===== config.mk =====
export PLATFORM = sky130hd
export DESIGN_NAME = fetch_unit
export DESIGN_NICKNAME = d
export VERILOG_FILES = /design/src/rtl/miniRV_pkg.sv /design/src/rtl/sync_fifo.sv /design/src/rtl/fetch_unit.sv
export SDC_FILE = /design/constraint.sdc
export NUM_CORES = 1
export LEC_CHECK = 0
export BUFFER_PORTS_ARGS = -buffer_cell sky130_fd_sc_hd__buf_2
export CAP_MARGIN = 20
export CORE_AREA = 2 2 150 152
export DETAILED_ROUTE_END_ITERATION = 7
export DIE_AREA = 0 0 152 154
export HOLD_SLACK_MARGIN = 0.12
export MAX_ROUTING_LAYER = met4
export PLACE_DENSITY = 0.78
export SYNTH_ARGS = -nofsm -noshare
export SYNTH_HDL_FRONTEND = slang
export SYNTH_HIERARCHICAL = 1
export SYNTH_SLANG_ARGS = --single-unit

===== constraint.sdc =====
create_clock -name clk -period 3.02 [get_ports clk]
set_input_delay 0.302 -clock clk [delete_from_list [all_inputs] [get_ports clk]]
set_output_delay 0.302 -clock clk [all_outputs]
set_load 0.02 [all_outputs]

===== src/rtl/miniRV_pkg.sv =====
// Shared miniRV constants and types for the instruction-fetch slice.
package miniRV_pkg;

    localparam int XLEN        = 32;
    localparam int INSTR_BYTES = 4;

    typedef enum logic {
        BOOT,
        RUN
    } fetch_state_t;

    function automatic logic [XLEN-1:0] pc_next_seq(input logic [XLEN-1:0] pc);
        return pc + XLEN'(INSTR_BYTES);
    endfunction

endpackage


===== src/rtl/sync_fifo.sv =====
// Single-clock FIFO with synchronous flush; head is presented combinationally.
module sync_fifo #(
    parameter int WIDTH = 32,
    parameter int DEPTH = 2
) (
    input  logic                     clk,
    input  logic                     rst_n,
    input  logic                     flush,
    input  logic                     push,
    input  logic [WIDTH-1:0]         push_data,
    input  logic                     pop,
    output logic [WIDTH-1:0]         pop_data,
    output logic                     empty,
    output logic                     full,
    output logic [$clog2(DEPTH):0]   count
);

    localparam int AW = $clog2(DEPTH);

    logic [WIDTH-1:0] mem [DEPTH];
    logic [AW-1:0]    wr_ptr;
    logic [AW-1:0]    rd_ptr;
    logic             do_push;
    logic             do_pop;

    assign empty    = (count == '0);
    assign full     = (count == (AW+1)'(DEPTH));
    assign do_pop   = pop && !empty;
    // A push into a full FIFO is accepted when the head leaves in the same cycle.
    assign do_push  = push && (!full || do_pop);
    assign pop_data = mem[rd_ptr];

    always_ff @(posedge clk or negedge rst_n) begin
        if (!rst_n) begin
            wr_ptr <= '0;
            rd_ptr <= '0;
            count  <= '0;
            for (int unsigned i = 0; i < DEPTH; i++) begin
                mem[i] <= '0;
            end
        end else if (flush) begin
            wr_ptr <= '0;
            rd_ptr <= '0;
            count  <= '0;
        end else begin
            if (do_push) begin
                mem[wr_ptr] <= push_data;
                wr_ptr      <= wr_ptr + 1'b1;
            end
            if (do_pop) begin
                rd_ptr <= rd_ptr + 1'b1;
            end
            unique case ({do_push, do_pop})
                2'b10:   count <= count + 1'b1;
                2'b01:   count <= count - 1'b1;
                default: count <= count;
            endcase
        end
    end

endmodule


===== src/rtl/fetch_unit.sv =====
// miniRV instruction-fetch stage: drives the PC register, issues credit-limited
// memory requests, queues responses for decode and squashes fetches on redirect.
module fetch_unit
    import miniRV_pkg::*;
#(
    parameter logic [31:0] RESET_PC = 32'h0000_0000,
    parameter int          QDEPTH   = 2
) (
    input  logic        clk,
    input  logic        rst_n,
    input  logic [31:0] pc_q,
    output logic [31:0] pc_d,
    output logic        pc_en,
    output logic        imem_req_valid,
    input  logic        imem_req_ready,
    output logic [31:0] imem_req_addr,
    input  logic        imem_rsp_valid,
    input  logic [31:0] imem_rsp_data,
    input  logic        redirect_valid,
    input  logic [31:0] redirect_pc,
    output logic        if_valid,
    input  logic        if_ready,
    output logic [31:0] if_pc,
    output logic [31:0] if_instr
);

    localparam int CW = $clog2(QDEPTH) + 1;

    fetch_state_t        state;
    logic [CW-1:0]       outstanding;
    logic [CW-1:0]       discard;
    logic [CW-1:0]       q_count;
    logic [CW-1:0]       fl_count;
    logic                credit_ok;
    logic                redirect_run;
    logic                req_hs;
    logic                rsp_accept;
    logic                q_pop;
    logic                q_empty;
    logic                q_full;
    logic                fl_empty;
    logic                fl_full;
    logic [XLEN-1:0]     fl_pc;
    logic [2*XLEN-1:0]   q_head;

    // Queue slots already claimed by in-flight requests count against the credit.
    assign credit_ok      = ({1'b0, outstanding} + {1'b0, q_count}) < (CW+1)'(QDEPTH);
    assign redirect_run   = (state == RUN) && redirect_valid;
    assign imem_req_valid = (state == RUN) && credit_ok && (discard == '0) && !redirect_valid;
    assign imem_req_addr  = pc_q;
    assign req_hs         = imem_req_valid && imem_req_ready;
    assign rsp_accept     = (state == RUN) && imem_rsp_valid && (discard == '0) && !redirect_valid;

    assign if_valid = !q_empty;
    assign q_pop    = if_valid && if_ready;
    assign if_pc    = q_head[2*XLEN-1:XLEN];
    assign if_instr = q_head[XLEN-1:0];

    always_comb begin
        pc_en = 1'b0;
        pc_d  = '0;
        if (rst_n) begin
            if (state == BOOT) begin
                pc_en = 1'b1;
                pc_d  = RESET_PC;
            end else if (redirect_valid) begin
                pc_en = 1'b1;
                pc_d  = redirect_pc;
            end else if (req_hs) begin
                pc_en = 1'b1;
                pc_d  = pc_next_seq(pc_q);
            end
        end
    end

    always_ff @(posedge clk or negedge rst_n) begin
        if (!rst_n) begin
            state       <= BOOT;
            outstanding <= '0;
            discard     <= '0;
        end else begin
            if (state == BOOT) begin
                state <= RUN;
            end
            unique case ({req_hs, imem_rsp_valid})
                2'b10:   outstanding <= outstanding + 1'b1;
                2'b01:   outstanding <= outstanding - 1'b1;
                default: outstanding <= outstanding;
            endcase
            // Everything still in flight after this edge belongs to the squashed path.
            if (redirect_run) begin
                discard <= outstanding - CW'(imem_rsp_valid);
            end else if ((discard != '0) && imem_rsp_valid) begin
                discard <= discard - 1'b1;
            end
        end
    end

    sync_fifo #(
        .WIDTH (XLEN),
        .DEPTH (QDEPTH)
    ) u_inflight (
        .clk       (clk),
        .rst_n     (rst_n),
        .flush     (redirect_run),
        .push      (req_hs),
        .push_data (pc_q),
        .pop       (rsp_accept),
        .pop_data  (fl_pc),
        .empty     (fl_empty),
        .full      (fl_full),
        .count     (fl_count)
    );

    sync_fifo #(
        .WIDTH (2*XLEN),
        .DEPTH (QDEPTH)
    ) u_iqueue (
        .clk       (clk),
        .rst_n     (rst_n),
        .flush     (redirect_run),
        .push      (rsp_accept),
        .push_data ({fl_pc, imem_rsp_data}),
        .pop       (q_pop),
        .pop_data  (q_head),
        .empty     (q_empty),
        .full      (q_full),
        .count     (q_count)
    );

    a_rsp_has_space: assert property (@(posedge clk) disable iff (!rst_n)
        rsp_accept |-> !q_full);
    a_rsp_has_pc: assert property (@(posedge clk) disable iff (!rst_n)
        rsp_accept |-> !fl_empty);
    a_req_has_slot: assert property (@(posedge clk) disable iff (!rst_n)
        req_hs |-> !fl_full);
    // Only live (non-discarded) requests keep a PC in the in-flight FIFO.
    a_inflight_track: assert property (@(posedge clk) disable iff (!rst_n)
        fl_count == (outstanding - discard));

endmodule


==> results of run 1 <==
-- logic make-up (layout without fill, tap and decap cells) --
logic type | after synthesis | in the layout | share of synthesized area, %
multiplexers | 290 | 290 | 33.1
flip-flops | 205 | 205 | 47.7
AND/OR/NAND/NOR | 156 | 157 | 8.42
buffers and inverters | 89 | 377 | 5.46
AO/OA/AOI/OAI | 56 | 56 | 3.40
XOR/XNOR | 15 | 15 | 1.22
adder cells (fa/ha/maj) | 5 | 5 | 0.652
other | 1 | 1 | 0.0349
-- state kept, by name, summed over array words and instances (netlist names), 2 cells and up --
name              flops
u_inflight/count      2
u_iqueue/mem        128
discard               2
u_inflight/mem       64
outstanding           2
u_iqueue/count        2
-- where the power goes --
part	total (uW)	switching (uW)	internal [uW]
Sequential	3890	418	3470
Combinational	3150	1420	1730
Clock	2780	1100	1690
-- layer usage --
| layer | vias up | global-route usage [%] | wire length, um |
|---|---|---|---|
| met5 | - | - | 0 |
| met4 | 0 | 4.85 | 483 |
| met3 | 49 | 3.64 | 1570 |
| met2 | 308 | 38.1 | 13300 |
| met1 | 3907 | 31.0 | 12300 |
| li1 | 3478 | - | - |
-- per-stage QoR --
step	cells	hold slack, ns
global route	1386	0.129
floorplan	817	0.00641
detailed placement	1281	0.349
finish	1386	0.143
global placement	1281	0.349
CTS	1373	0.123
-- worst max-delay path by stage --
stage	to	slack [ns]	from
final	pc_d[21]	-0.21	outstanding[0]
after CTS	pc_d[21]	-0.18	outstanding[0]
after global placement	pc_d[24]	0.20	outstanding[0]
after detailed placement	pc_d[20]	0.14	outstanding[0]
after global routing	pc_d[21]	-0.26	outstanding[0]
after floorplan	u_inflight/mem[34]	0.08	outstanding[0]
-- layout make-up --
type                       instances  area [um^2]
fill                            1590         7940
multi-input combinational        524         5190
sequential                       205         5140
timing repair buffer             321         2260
clock buffer                      37          708
tap                              280          350
clock inverter                     5         53.8
inverter                          14         52.6
-- cell usage in the layout, fill, tap and decap left out, drive strengths merged, types with 6 or more instances in the layout --
cell type	synthesis	layout
a211oi	6	6
a21oi	10	10
a22oi	6	6
buf	57	280
clkbuf	18	39
dfrtp	205	205
dlygate4sd3	0	39
inv	14	15
mux2	288	288
nand2	39	39
nand2b	6	6
nand3	27	27
nand4	11	11
nor2	13	13
nor2b	6	6
nor3	15	15
o211ai	12	12
o21ai	14	14
or4	18	19
xnor2	11	11
-- cell usage after synthesis (all sizes together) --
library cell | count | share of area [%]
inv | 14 | 0.49
xnor2 | 11 | 0.90
nand4 | 11 | 0.84
nor2b | 6 | 0.35
a211o | 1 | 0.082
a211oi | 6 | 0.42
fa | 1 | 0.19
or4 | 18 | 1.3
nor3b | 2 | 0.19
and2b | 1 | 0.070
a21oi | 10 | 0.47
o31a | 1 | 0.082
nand4b | 2 | 0.16
ha | 4 | 0.47
or4b | 2 | 0.22
nor3 | 15 | 0.75
dfrtp | 205 | 48
and3 | 1 | 0.058
nand2b | 6 | 0.35
nor4 | 4 | 0.35
o311ai | 2 | 0.16
nand3b | 1 | 0.19
nor2 | 13 | 0.45
mux2i | 2 | 0.19
o21a | 4 | 0.28
o21ai | 14 | 0.65
nand2 | 39 | 1.4
nor4b | 1 | 0.082
conb | 1 | 0.035
buf | 57 | 4.3
clkbuf | 18 | 0.63
mux2 | 288 | 33
or3 | 3 | 0.17
xor2 | 4 | 0.33
nand3 | 27 | 1.3
and2 | 2 | 0.12
and4 | 1 | 0.082
o211ai | 12 | 0.84
a22oi | 6 | 0.42
or3b | 1 | 0.082
-- repair_timing --
| action | in CTS | in global routing |
|---|---|---|
| pin swaps | 18 | 14 |
| buffers inserted | 9 | 9 |
| gates resized for setup | 53 | 56 |
| endpoints found under the setup margin | 18 | 46 |
| hold buffers | 39 | 0 |
| hold endpoints to repair | 268 | 0 |
| cloned | 2 | 5 |
==> results.rst, run 1 <==
.. list-table::
   :header-rows: 1

   * - Metric
     - Value
   * - Run status
     - complete, but fails checks
   * - Failing checks
     - setup timing
   * - Worst Hold Class
     - in2reg
   * - Largest fanout of any net on the critical path
     - 8
   * - First-pass DRT Iterations
     - 5
   * - Number of cell instances on the worst register-to-register path
     - 12
   * - Setup slack of the worst register-to-register path
     - -0.09 ns
   * - Finished Core Util
     - 63.4%
   * - Sum of overflow across all layers after global routing
     - 0
   * - Maximum root-to-sink buffer count
     - 3
   * - Setup skew after layout
     - between 0.015 and 0.02 ns
   * - Unique masters post-synth
     - 53
   * - Worst endpoint data arrival time
     - just under 3 ns
   * - Setup ws final
     - -0.211 ns
   * - Overall die width
     - between 150 and 200 um
   * - Clk sink count
     - ~200
   * - Worst hold path stage count
     - 2
   * - Total number of vias
     - between 7000 and 8000
   * - Depth of the CTS H-tree
     - 1
   * - Synthesized area per cell
     - ~13 um^2
   * - Beginning of the worst hold path
     - pc_q[29]
   * - Overall Global Routing Usage
     - between 20% and 30%
   * - Hold Path End
     - u_inflight/mem[61]
   * - Setup TNS after final layout
     - -4.16 ns
   * - Clock network latency to the later pin of the worst-skew pair
     - around 0.51 ns
   * - Pre-CTS WS
     - 0.139 ns
   * - Final number of max-transition violations
     - 0
   * - CP cell instances
     - and2_4 -> fa_2 -> or4_4 -> or4_4 -> nand3_2 -> buf_6
   * - Die boundary height
     - about 150 um
   * - Setup violators final
     - 55
   * - Most Frequent Cell on Critical Path
     - sky130_fd_sc_hd__or4_4
   * - Final hold violation count
     - 0
   * - Post-DR wirelength/cell
     - roughly 20 um
   * - Critical Setup Path Class
     - reg2out
   * - Synth Cell Area
     - between 0.01 and 0.015 mm^2
   * - Required time of the worst setup path
     - around 2.7 ns
   * - Synthesis-to-layout area growth
     - 27.9%
   * - Slowest cell on the critical path
     - sky130_fd_sc_hd__or4_4
   * - Critical Path Start Type
     - flip-flop
   * - CP top delay family
     - simple AND/OR/NAND/NOR gates
   * - Initial cell density of the core
     - between 40% and 50%
   * - Final critical path time including I/O delays and setup
     - about 3.2 ns
   * - Vias in the first global route
     - 8060
   * - Final wirelength
     - about 28000 um
   * - Summed area of non-filler cells in the final layout
     - roughly 0.014 mm^2
   * - Power per standard cell area
     - around 710 mW/mm^2
   * - Cell count after synthesis
     - ~800
   * - Floorplan row count
     - 54
   * - Global-route wire length before repair
     - roughly 43000 um
   * - Yosys Warn Count
     - 6
   * - Count of inserted antenna diode cells
     - 0
   * - Detailed placer's ending HPWL
     - about 17000 um
   * - Final critical-path share of the clock period
     - 107%
   * - Maximum frequency from static timing analysis
     - slightly above 0.3 GHz
   * - Total of flip-flops plus latches after synthesis
     - around 210
   * - Port Buffers
     - ~230
   * - Die area
     - roughly 0.023 mm^2
   * - Clk pin slew, worst setup/hold paths
     - roughly 0.060 ns
   * - NumNets Final
     - approximately 1200
   * - Pin count of the biggest net entering global routing
     - around 180
   * - Transition time at the pin with the least slew margin
     - roughly 1.0 ns
   * - Placed cell areas
     - roughly 0.012 mm^2
   * - Top-Level Pins
     - 233
   * - Post-route DRC violation count
     - 0
   * - Max-slew headroom at the worst pin
     - 33.6%
   * - Critical Path Max Stage Delay
     - around 0.61 ns
   * - Destination of the worst register-to-register timing path
     - u_inflight/mem[2]
   * - Reg-to-reg critical path startpoint
     - outstanding[0]
   * - Share of layout cells above drive strength 1
     - between 50 and 60%
   * - Setup repair after global routing missed its margin
     - true
   * - Worst path bufs/invs
     - 1
   * - Kind of capture point of the worst setup path
     - primary output
   * - Placer Congestion
     - around 0.8
   * - Antenna violations before repair
     - 0
   * - Static leakage power
     - ~0.0070 uW
   * - CTS tree
     - done
   * - Detail Route Antenna Nets
     - 0
   * - Mapped Nets
     - a little over 900
   * - Total core area
     - approximately 0.022 mm^2
   * - Root cell of the clock tree
     - sky130_fd_sc_hd__clkbuf_16
   * - Critical Path Stages
     - 6
   * - Routed via count divided by cell count
     - around 5.6
   * - Max rail drop VDD
     - around 460 uV
   * - Count of maximum capacitance violations
     - 0
   * - Sequential element share of the synthesized area
     - 47.7%
   * - Detailed router's first-iteration violation count
     - ~600
   * - Post-route total power
     - roughly 10000 uW
   * - TritonCTS buffer count
     - 23
(Power assumes the default switching activity.)
==> inputs of run 2 (changes only) <==
Settings changed: CTS_BUF_LIST set to sky130_fd_sc_hd__clkbuf_16, MAX_ROUTING_LAYER met4 to not set.
==> results.rst, run 2 (synthesis gave the netlist of run 1 again) <==
.. list-table::
   :header-rows: 1

   * - Metric
     - Value
   * - Reg-to-reg critical path startpoint
     - outstanding[0]
   * - Setup skew after layout
     - 0.0133 ns (-0.00326 ns)
   * - Transition time at the pin with the least slew margin
     - 1.04 ns (+0.0481 ns)
   * - Detailed placer's ending HPWL
     - 17100 um (unchanged)
   * - Die area
     - 0.0234 mm^2 (unchanged)
   * - Overall die width
     - 152 um (unchanged)
   * - Depth of the CTS H-tree
     - 1 (unchanged)
   * - Destination of the worst register-to-register timing path
     - u_inflight/mem[31]
   * - Share of layout cells above drive strength 1
     - 58.0% (-0.49 points)
   * - CTS tree
     - done
   * - Global-route wire length before repair
     - 43000 um (-0.75%)
   * - Sum of overflow across all layers after global routing
     - 0 (unchanged)
   * - Die boundary height
     - 154 um (unchanged)
   * - Beginning of the worst hold path
     - pc_q[3]
   * - Largest fanout of any net on the critical path
     - 8 (unchanged)
   * - First-pass DRT Iterations
     - 4 (-1)
   * - Maximum root-to-sink buffer count
     - 3 (unchanged)
   * - Detailed router's first-iteration violation count
     - 450 (-25%)
   * - Overall Global Routing Usage
     - 22.4% (-0.88 points)
   * - Vias in the first global route
     - 8068 (+0.099%)
   * - Pin count of the biggest net entering global routing
     - 184 (unchanged)
   * - Max rail drop VDD
     - 461 uV (about the same)
   * - Largest register by flop count
     - u_iqueue/mem
   * - Final critical-path share of the clock period
     - 107% (+0.36 points)
   * - Synthesis-to-layout area growth
     - 27.4%
   * - Worst hold path stage count
     - 2 (unchanged)
   * - Routed via count divided by cell count
     - 5.56 (-0.54%)
   * - Initial cell density of the core
     - 49.6% (unchanged)
   * - Critical Setup Path Class
     - reg2out
   * - Number of cell instances on the worst register-to-register path
     - 13 (+1)
   * - Floorplan row count
     - 54 (unchanged)
   * - Final hold violation count
     - 0 (unchanged)
   * - Final critical path time including I/O delays and setup
     - 3.24 ns (+0.0110 ns)
   * - Required time of the worst setup path
     - 2.72 ns (about the same)
   * - Finished Core Util
     - 63.1% (-0.28 points)
   * - Hold Path End
     - u_inflight/mem[35]
   * - Setup repair after global routing missed its margin
     - true
   * - Clk pin slew, worst setup/hold paths
     - 0.06 ns (about the same)
   * - Kind of capture point of the worst setup path
     - primary output
   * - Count of inserted antenna diode cells
     - 0 (unchanged)
   * - Setup ws final
     - -0.222 ns (-0.0110 ns)
   * - Worst Hold Class
     - in2reg
   * - Total core area
     - 0.0217 mm^2 (unchanged)
   * - Port Buffers
     - 232 (unchanged)
   * - Power per standard cell area
     - 701 mW/mm^2 (-1.9%)
   * - Total number of vias
     - 7695 (-0.61%)
   * - Count of placed standard cells in the final layout, fillers left out
     - 1385 (-0.072%)
   * - Final number of max-transition violations
     - 0 (unchanged)
   * - Antenna violations before repair
     - 0 (unchanged)
   * - TritonCTS buffer count
     - 23 (unchanged)
   * - Root cell of the clock tree
     - sky130_fd_sc_hd__clkbuf_16
   * - Post-route DRC violation count
     - 0 (unchanged)
   * - Top-Level Pins
     - 233 (unchanged)
   * - Commonest cells after routing, fill and taps aside
     - sky130_fd_sc_hd__mux2_2 (210), sky130_fd_sc_hd__dfrtp_1 (202), sky130_fd_sc_hd__buf_2 (199)
   * - NumNets Final
     - 1195 (-0.084%)
   * - CP cell instances
     - and2_4 -> fa_2 -> or4_4 -> or4_1 -> nand3_2 -> buf_6
   * - CP top delay family
     - simple AND/OR/NAND/NOR gates
   * - Post-DR wirelength/cell
     - 19.6 um (-1.7%)
   * - Cell count after placement
     - 1281 (unchanged)
   * - Detail Route Antenna Nets
     - 0 (unchanged)
   * - Setup violators final
     - 42 (-24%)
   * - Slowest cell on the critical path
     - sky130_fd_sc_hd__or4_4
   * - Run status
     - complete, but fails checks
   * - Regs by FF count
     - u_iqueue/mem (128), u_inflight/mem (64)
   * - Largest register FFs
     - 128 (unchanged)
   * - Critical Path Max Stage Delay
     - 0.65 ns (+0.04 ns)
   * - Clk sink count
     - 205 (unchanged)
   * - Static leakage power
     - 0.00701 uW (-0.14%)
   * - Clock network latency to the later pin of the worst-skew pair
     - 0.51 ns (about the same)
   * - Most common library cell in the layout ignoring fill and taps
     - sky130_fd_sc_hd__mux2_2
   * - Failing checks
     - setup timing
   * - Worst path bufs/invs
     - 1 (unchanged)
   * - Filler Cell Count
     - 1592 (+0.13%)
   * - Count of maximum capacitance violations
     - 0 (unchanged)
   * - Placer Congestion
     - 0.796 (-1.4%)
   * - Final wirelength
     - 27200 um (-1.8%)
   * - Worst endpoint data arrival time
     - 2.94 ns (about the same)
   * - Setup slack of the worst register-to-register path
     - -0.05 ns (+0.04 ns)
   * - Max-slew headroom at the worst pin
     - 30.4% (-3.2 points)
   * - Critical Path Start Type
     - flip-flop
   * - Maximum frequency from static timing analysis
     - 0.308 GHz (-0.34%)
## run 2: timing repair
| action | 4_1_cts | 5_1_grt |
|---|---|---|
| hold endpoints to repair | 265 | 0 |
| resized for setup | 53 | 61 |
| setup endpoints to repair | 18 | 52 |
| hold buffers | 38 | 0 |
| gates cloned | 2 | 5 |
| buffers inserted | 9 | 9 |
| pin swaps | 18 | 18 |
## run 2: worst max path at each step
stage / from / to / slack (ns) / depth (start not counted)
global route: outstanding[0] / pc_d[21] / -0.27 / 6
floorplan: outstanding[0] / u_inflight/mem[34] / 0.08 / 8
finish: outstanding[0] / pc_d[21] / -0.22 / 6
CTS: outstanding[0] / pc_d[21] / -0.18 / 6
global placement: outstanding[0] / pc_d[24] / 0.20 / 6
detailed placement: outstanding[0] / pc_d[20] / 0.14 / 6
## run 2: metal layers
layer	vias up	GRT usage (%)	part of all wire, %
met3	46	4.14	6.0
met1	3869	30.4	44
met2	296	37.9	48
li1	3484	-	-
met5	-	0	0
met4	0	4.58	1.7
## run 2: power by group
group	internal [uW]	switching (uW)	total (uW)
Sequential	3470	421	3890
Clock	1460	1100	2560
Combinational	1730	1410	3140
Total	6660	2930	9590
## run 2: final cells by class
class                   count  area, um^2  area share (%)
clock inverters            19         106           0.777
inverters                  14        52.6           0.384
repair buffers            320        2270            16.6
multi-input cells         524        5200            38.0
flip-flops and latches    205        5140            37.5
clock buffers              23         576            4.20
well taps                 280         350            2.56
## run 2: through the flow
step / setup TNS [ns] / area [um^2] / worst slack, ns / hold WS [ns] / total power [uW]
6_report: -2.81 / 13700 / -0.222 / 0.145 / 9590
5_1_grt: -8.89 / 13700 / -0.269 / 0.130 / 10100
4_1_cts: -1.39 / 13400 / -0.183 / 0.121 / 9580
3_5_place_dp: 0 / 12100 / 0.139 / 0.349 / 6860
3_3_place_gp: 0 / 12100 / 0.199 / 0.349 / 6750
2_1_floorplan: 0 / 10800 / 0.0754 / 0.00641 / 5990
==> inputs of run 3 (changes only) <==
Settings changed: BUFFER_PORTS_ARGS -buffer_cell sky130_fd_sc_hd__buf_2 to not set, CORE_AREA 2 2 150 152 to 2 2 140 142, DIE_AREA 0 0 152 154 to 0 0 142 144, DONT_BUFFER_PORTS set to 1, PLACE_DENSITY 0.78 to 0.77.
==> results.rst, run 3 (synthesis gave the netlist of run 1 again) <==
.. list-table::
   :header-rows: 1

   * - Metric
     - Value
   * - Clock network latency to the later pin of the worst-skew pair
     - 0.50 ns (about the same)
   * - Post-DR wirelength/cell
     - 22.8 um (+16%)
   * - Placer Congestion
     - 0.807 (+1.4%)
   * - Max rail drop VDD
     - 598 uV (+30%)
   * - Final wirelength
     - 25700 um (-5.3%)
   * - Commonest cells after routing, fill and taps aside
     - sky130_fd_sc_hd__mux2_2 (210), sky130_fd_sc_hd__dfrtp_1 (202), sky130_fd_sc_hd__mux2_4 (78)
   * - Slowest cell on the critical path
     - sky130_fd_sc_hd__or4_4
   * - Maximum root-to-sink buffer count
     - 3 (unchanged)
   * - Final-layout worst hold slack
     - -0.499 ns (-0.644 ns)
   * - Die area
     - 0.0204 mm^2 (-13%)
   * - Largest fanout of any net on the critical path
     - 5 (-3)
   * - Clk pin slew, worst setup/hold paths
     - 0.06 ns (about the same)
   * - Summed area of non-filler cells in the final layout
     - 0.0124 mm^2 (-9.1%)
   * - Critical Path Start Type
     - flip-flop
   * - Sequential Power Share
     - 42.8% (+2.2 points)
   * - Largest register FFs
     - 128 (unchanged)
   * - Combinational fraction of design power
     - 28.9% (-3.8 points)
   * - Clock network fraction of total power
     - 28.3% (+1.6 points)
   * - Routed via count divided by cell count
     - 6.17 (+11%)
   * - Critical Setup Path Class
     - reg2out
   * - Sum of overflow across all layers after global routing
     - 0 (unchanged)
   * - Share of layout cells above drive strength 1
     - 45.1% (-13 points)
   * - Final critical path time including I/O delays and setup
     - 3.11 ns (-0.131 ns)
   * - Top-Level Pins
     - 233 (unchanged)
   * - Setup ws final
     - -0.0903 ns (+0.131 ns)
   * - TritonCTS buffer count
     - 22 (-4.3%)
   * - Worst Hold Class
     - in2async
   * - CTS tree
     - done
   * - Finished Core Util
     - 65.2% (+2.1 points)
   * - Detail Route Antenna Nets
     - 0 (unchanged)
   * - Placed cell areas
     - 0.0108 mm^2 (-11%)
   * - Total core area
     - 0.0191 mm^2 (-12%)
   * - Run status
     - complete, but fails checks
   * - Most common library cell in the layout ignoring fill and taps
     - sky130_fd_sc_hd__mux2_2
   * - Die boundary height
     - 144 um (-6.5%)
   * - Overall Global Routing Usage
     - 24.6% (+2.2 points)
   * - Root cell of the clock tree
     - sky130_fd_sc_hd__clkbuf_16
   * - Final number of max-transition violations
     - 0 (unchanged)
   * - Count of inserted antenna diode cells
     - 0 (unchanged)
   * - Setup slack of the worst register-to-register path
     - 0.19 ns (+0.24 ns)
   * - Fraction of power spent switching nets
     - 29.7% (-0.83 points)
   * - Post-route DRC violation count
     - 0 (unchanged)
   * - Initial cell density of the core
     - 56.3% (+6.8 points)
   * - Post-route total power
     - 9130 uW (-4.9%)
   * - Number of buffers inserted by hold repair at cts
     - 67 (+76%)
   * - Antenna violations before repair
     - 0 (unchanged)
   * - Pin count of the biggest net entering global routing
     - 210 (+14%)
   * - NumNets Final
     - 982 (-18%)
   * - CP cell instances
     - and2_4 -> fa_2 -> or4_4 -> or4_4 -> nand3_4
   * - Worst path bufs/invs
     - 0 (-1)
   * - Final critical-path share of the clock period
     - 103% (-4.3 points)
   * - Most Frequent Cell on Critical Path
     - sky130_fd_sc_hd__or4_4
   * - Port Buffers
     - 0 (-100%)
   * - Maximum frequency from static timing analysis
     - 0.322 GHz (+4.2%)
   * - Detailed router's first-iteration violation count
     - 400 (-11%)
   * - Internal
     - 6420 uW (-3.7%)
   * - Failing checks
     - hold timing, setup timing
   * - Setup skew after layout
     - 0.0102 ns (-0.00310 ns)
   * - Setup repair after global routing missed its margin
     - true
   * - Synthesis-to-layout area growth
     - 15.8%
   * - Required time of the worst setup path
     - 2.72 ns (about the same)
   * - Switching component of the power
     - 2710 uW (-7.5%)
   * - Worst endpoint data arrival time
     - 2.81 ns (-0.13 ns)
   * - Floorplan row count
     - 51 (-5.6%)
   * - First-pass DRT Iterations
     - 4 (unchanged)
   * - Global-route wire length before repair
     - 40000 um (-6.9%)
   * - Transition time at the pin with the least slew margin
     - 1.02 ns (-0.0274 ns)
   * - Setup violators final
     - 12 (-71%)
   * - CP top delay family
     - simple AND/OR/NAND/NOR gates
   * - Total number of vias
     - 6968 (-9.4%)
   * - Regs by FF count
     - u_iqueue/mem (128), u_inflight/mem (64)
   * - Critical Path Max Stage Delay
     - 0.62 ns (-0.03 ns)
   * - Final hold violation count
     - 205 (+205)
   * - Overall die width
     - 142 um (-6.6%)
   * - Depth of the CTS H-tree
     - 1 (unchanged)
   * - Number of cell instances on the worst register-to-register path
     - 7 (-6)
   * - Filler Cell Count
     - 1368 (-14%)
   * - Max-slew headroom at the worst pin
     - 32.3% (+1.8 points)
   * - Static leakage power
     - 0.00602 uW (-14%)
   * - Power per standard cell area
     - 734 mW/mm^2 (+4.7%)
   * - Largest register by flop count
     - u_iqueue/mem
   * - Critical Path Stages
     - 5 (-1)
   * - Detailed placer's ending HPWL
     - 16000 um (-6.4%)
   * - Kind of capture point of the worst setup path
     - primary output
   * - Clk sink count
     - 205 (unchanged)
   * - Count of maximum capacitance violations
     - 0 (unchanged)
   * - Vias in the first global route
     - 7350 (-8.9%)
[run 3: layout make-up]
class | instances | area, um^2 | area share [%]
Clock buffer | 22 | 551 | 4.42
Multi-Input combinational cell | 525 | 5240 | 42.1
Tap cell | 238 | 298 | 2.39
Inverter | 14 | 52.6 | 0.422
Timing Repair Buffer | 107 | 1020 | 8.20
Clock inverter | 18 | 149 | 1.20
Sequential cell | 205 | 5140 | 41.3
[run 3: repair_timing]
item / 4_1_cts / 5_1_grt
gates cloned: 2 / 0
buffers inserted: 3 / 9
gates resized for setup: 25 / 18
hold endpoints to repair: 335 / 205
endpoints found under the setup margin: 18 / 26
pin swaps: 14 / 7
[run 3: power groups by stage]
stage	Combinational, uW	Clock, uW	Sequential [uW]
after CTS	2600	2660	3900
final	2640	2580	3910
after detailed placement	2430	0	3950
after floorplan	2220	0	3770
after global routing	2800	2770	3990
after global placement	2340	0	3880
[run 3: routing by layer]
layer	GRT usage (%)	vias to the layer above	wire length (um)	share of wire, %
met1	31.0	3565	10400	41
met4	6.79	0	579	2.3
met5	0	-	0	0
met3	5.23	51	1750	6.8
met2	43.3	307	13000	50
li1	-	3045	-	-
[run 3: final timing paths]
| kind | from | end |
|---|---|---|
| max | outstanding[0] | pc_d[24] |
| max reg2reg | outstanding[0] | u_inflight/mem[53] |
| max in group asynchronous | rst_n | u_iqueue/mem[80] |
| min in group clk | imem_rsp_valid | discard[1] |
| min reg2reg | u_iqueue/mem[49] | u_iqueue/mem[49] |
| min | rst_n | u_iqueue/mem[120] |
[run 3: stage by stage]
stage	setup TNS, ns	instances	setup WS [ns]
6_report	-0.597	1129	-0.0903
5_1_grt	-1.09	1129	-0.119
4_1_cts	-1.09	1120	-0.152
3_5_place_dp	0	1008	0.174
3_3_place_gp	0	1008	0.207
2_1_floorplan	0	817	0.0754
[run 3: worst reg2reg max path, cell delays in order, from the launching register on]
cell	delay, ns
sky130_fd_sc_hd__dfrtp_1	0.40
sky130_fd_sc_hd__and2_4	0.15
sky130_fd_sc_hd__fa_2	0.47
sky130_fd_sc_hd__buf_4	0.18
sky130_fd_sc_hd__nor4b_4	0.29
sky130_fd_sc_hd__or4b_2	0.65
sky130_fd_sc_hd__buf_12	0.23
sky130_fd_sc_hd__mux2_4	0.34
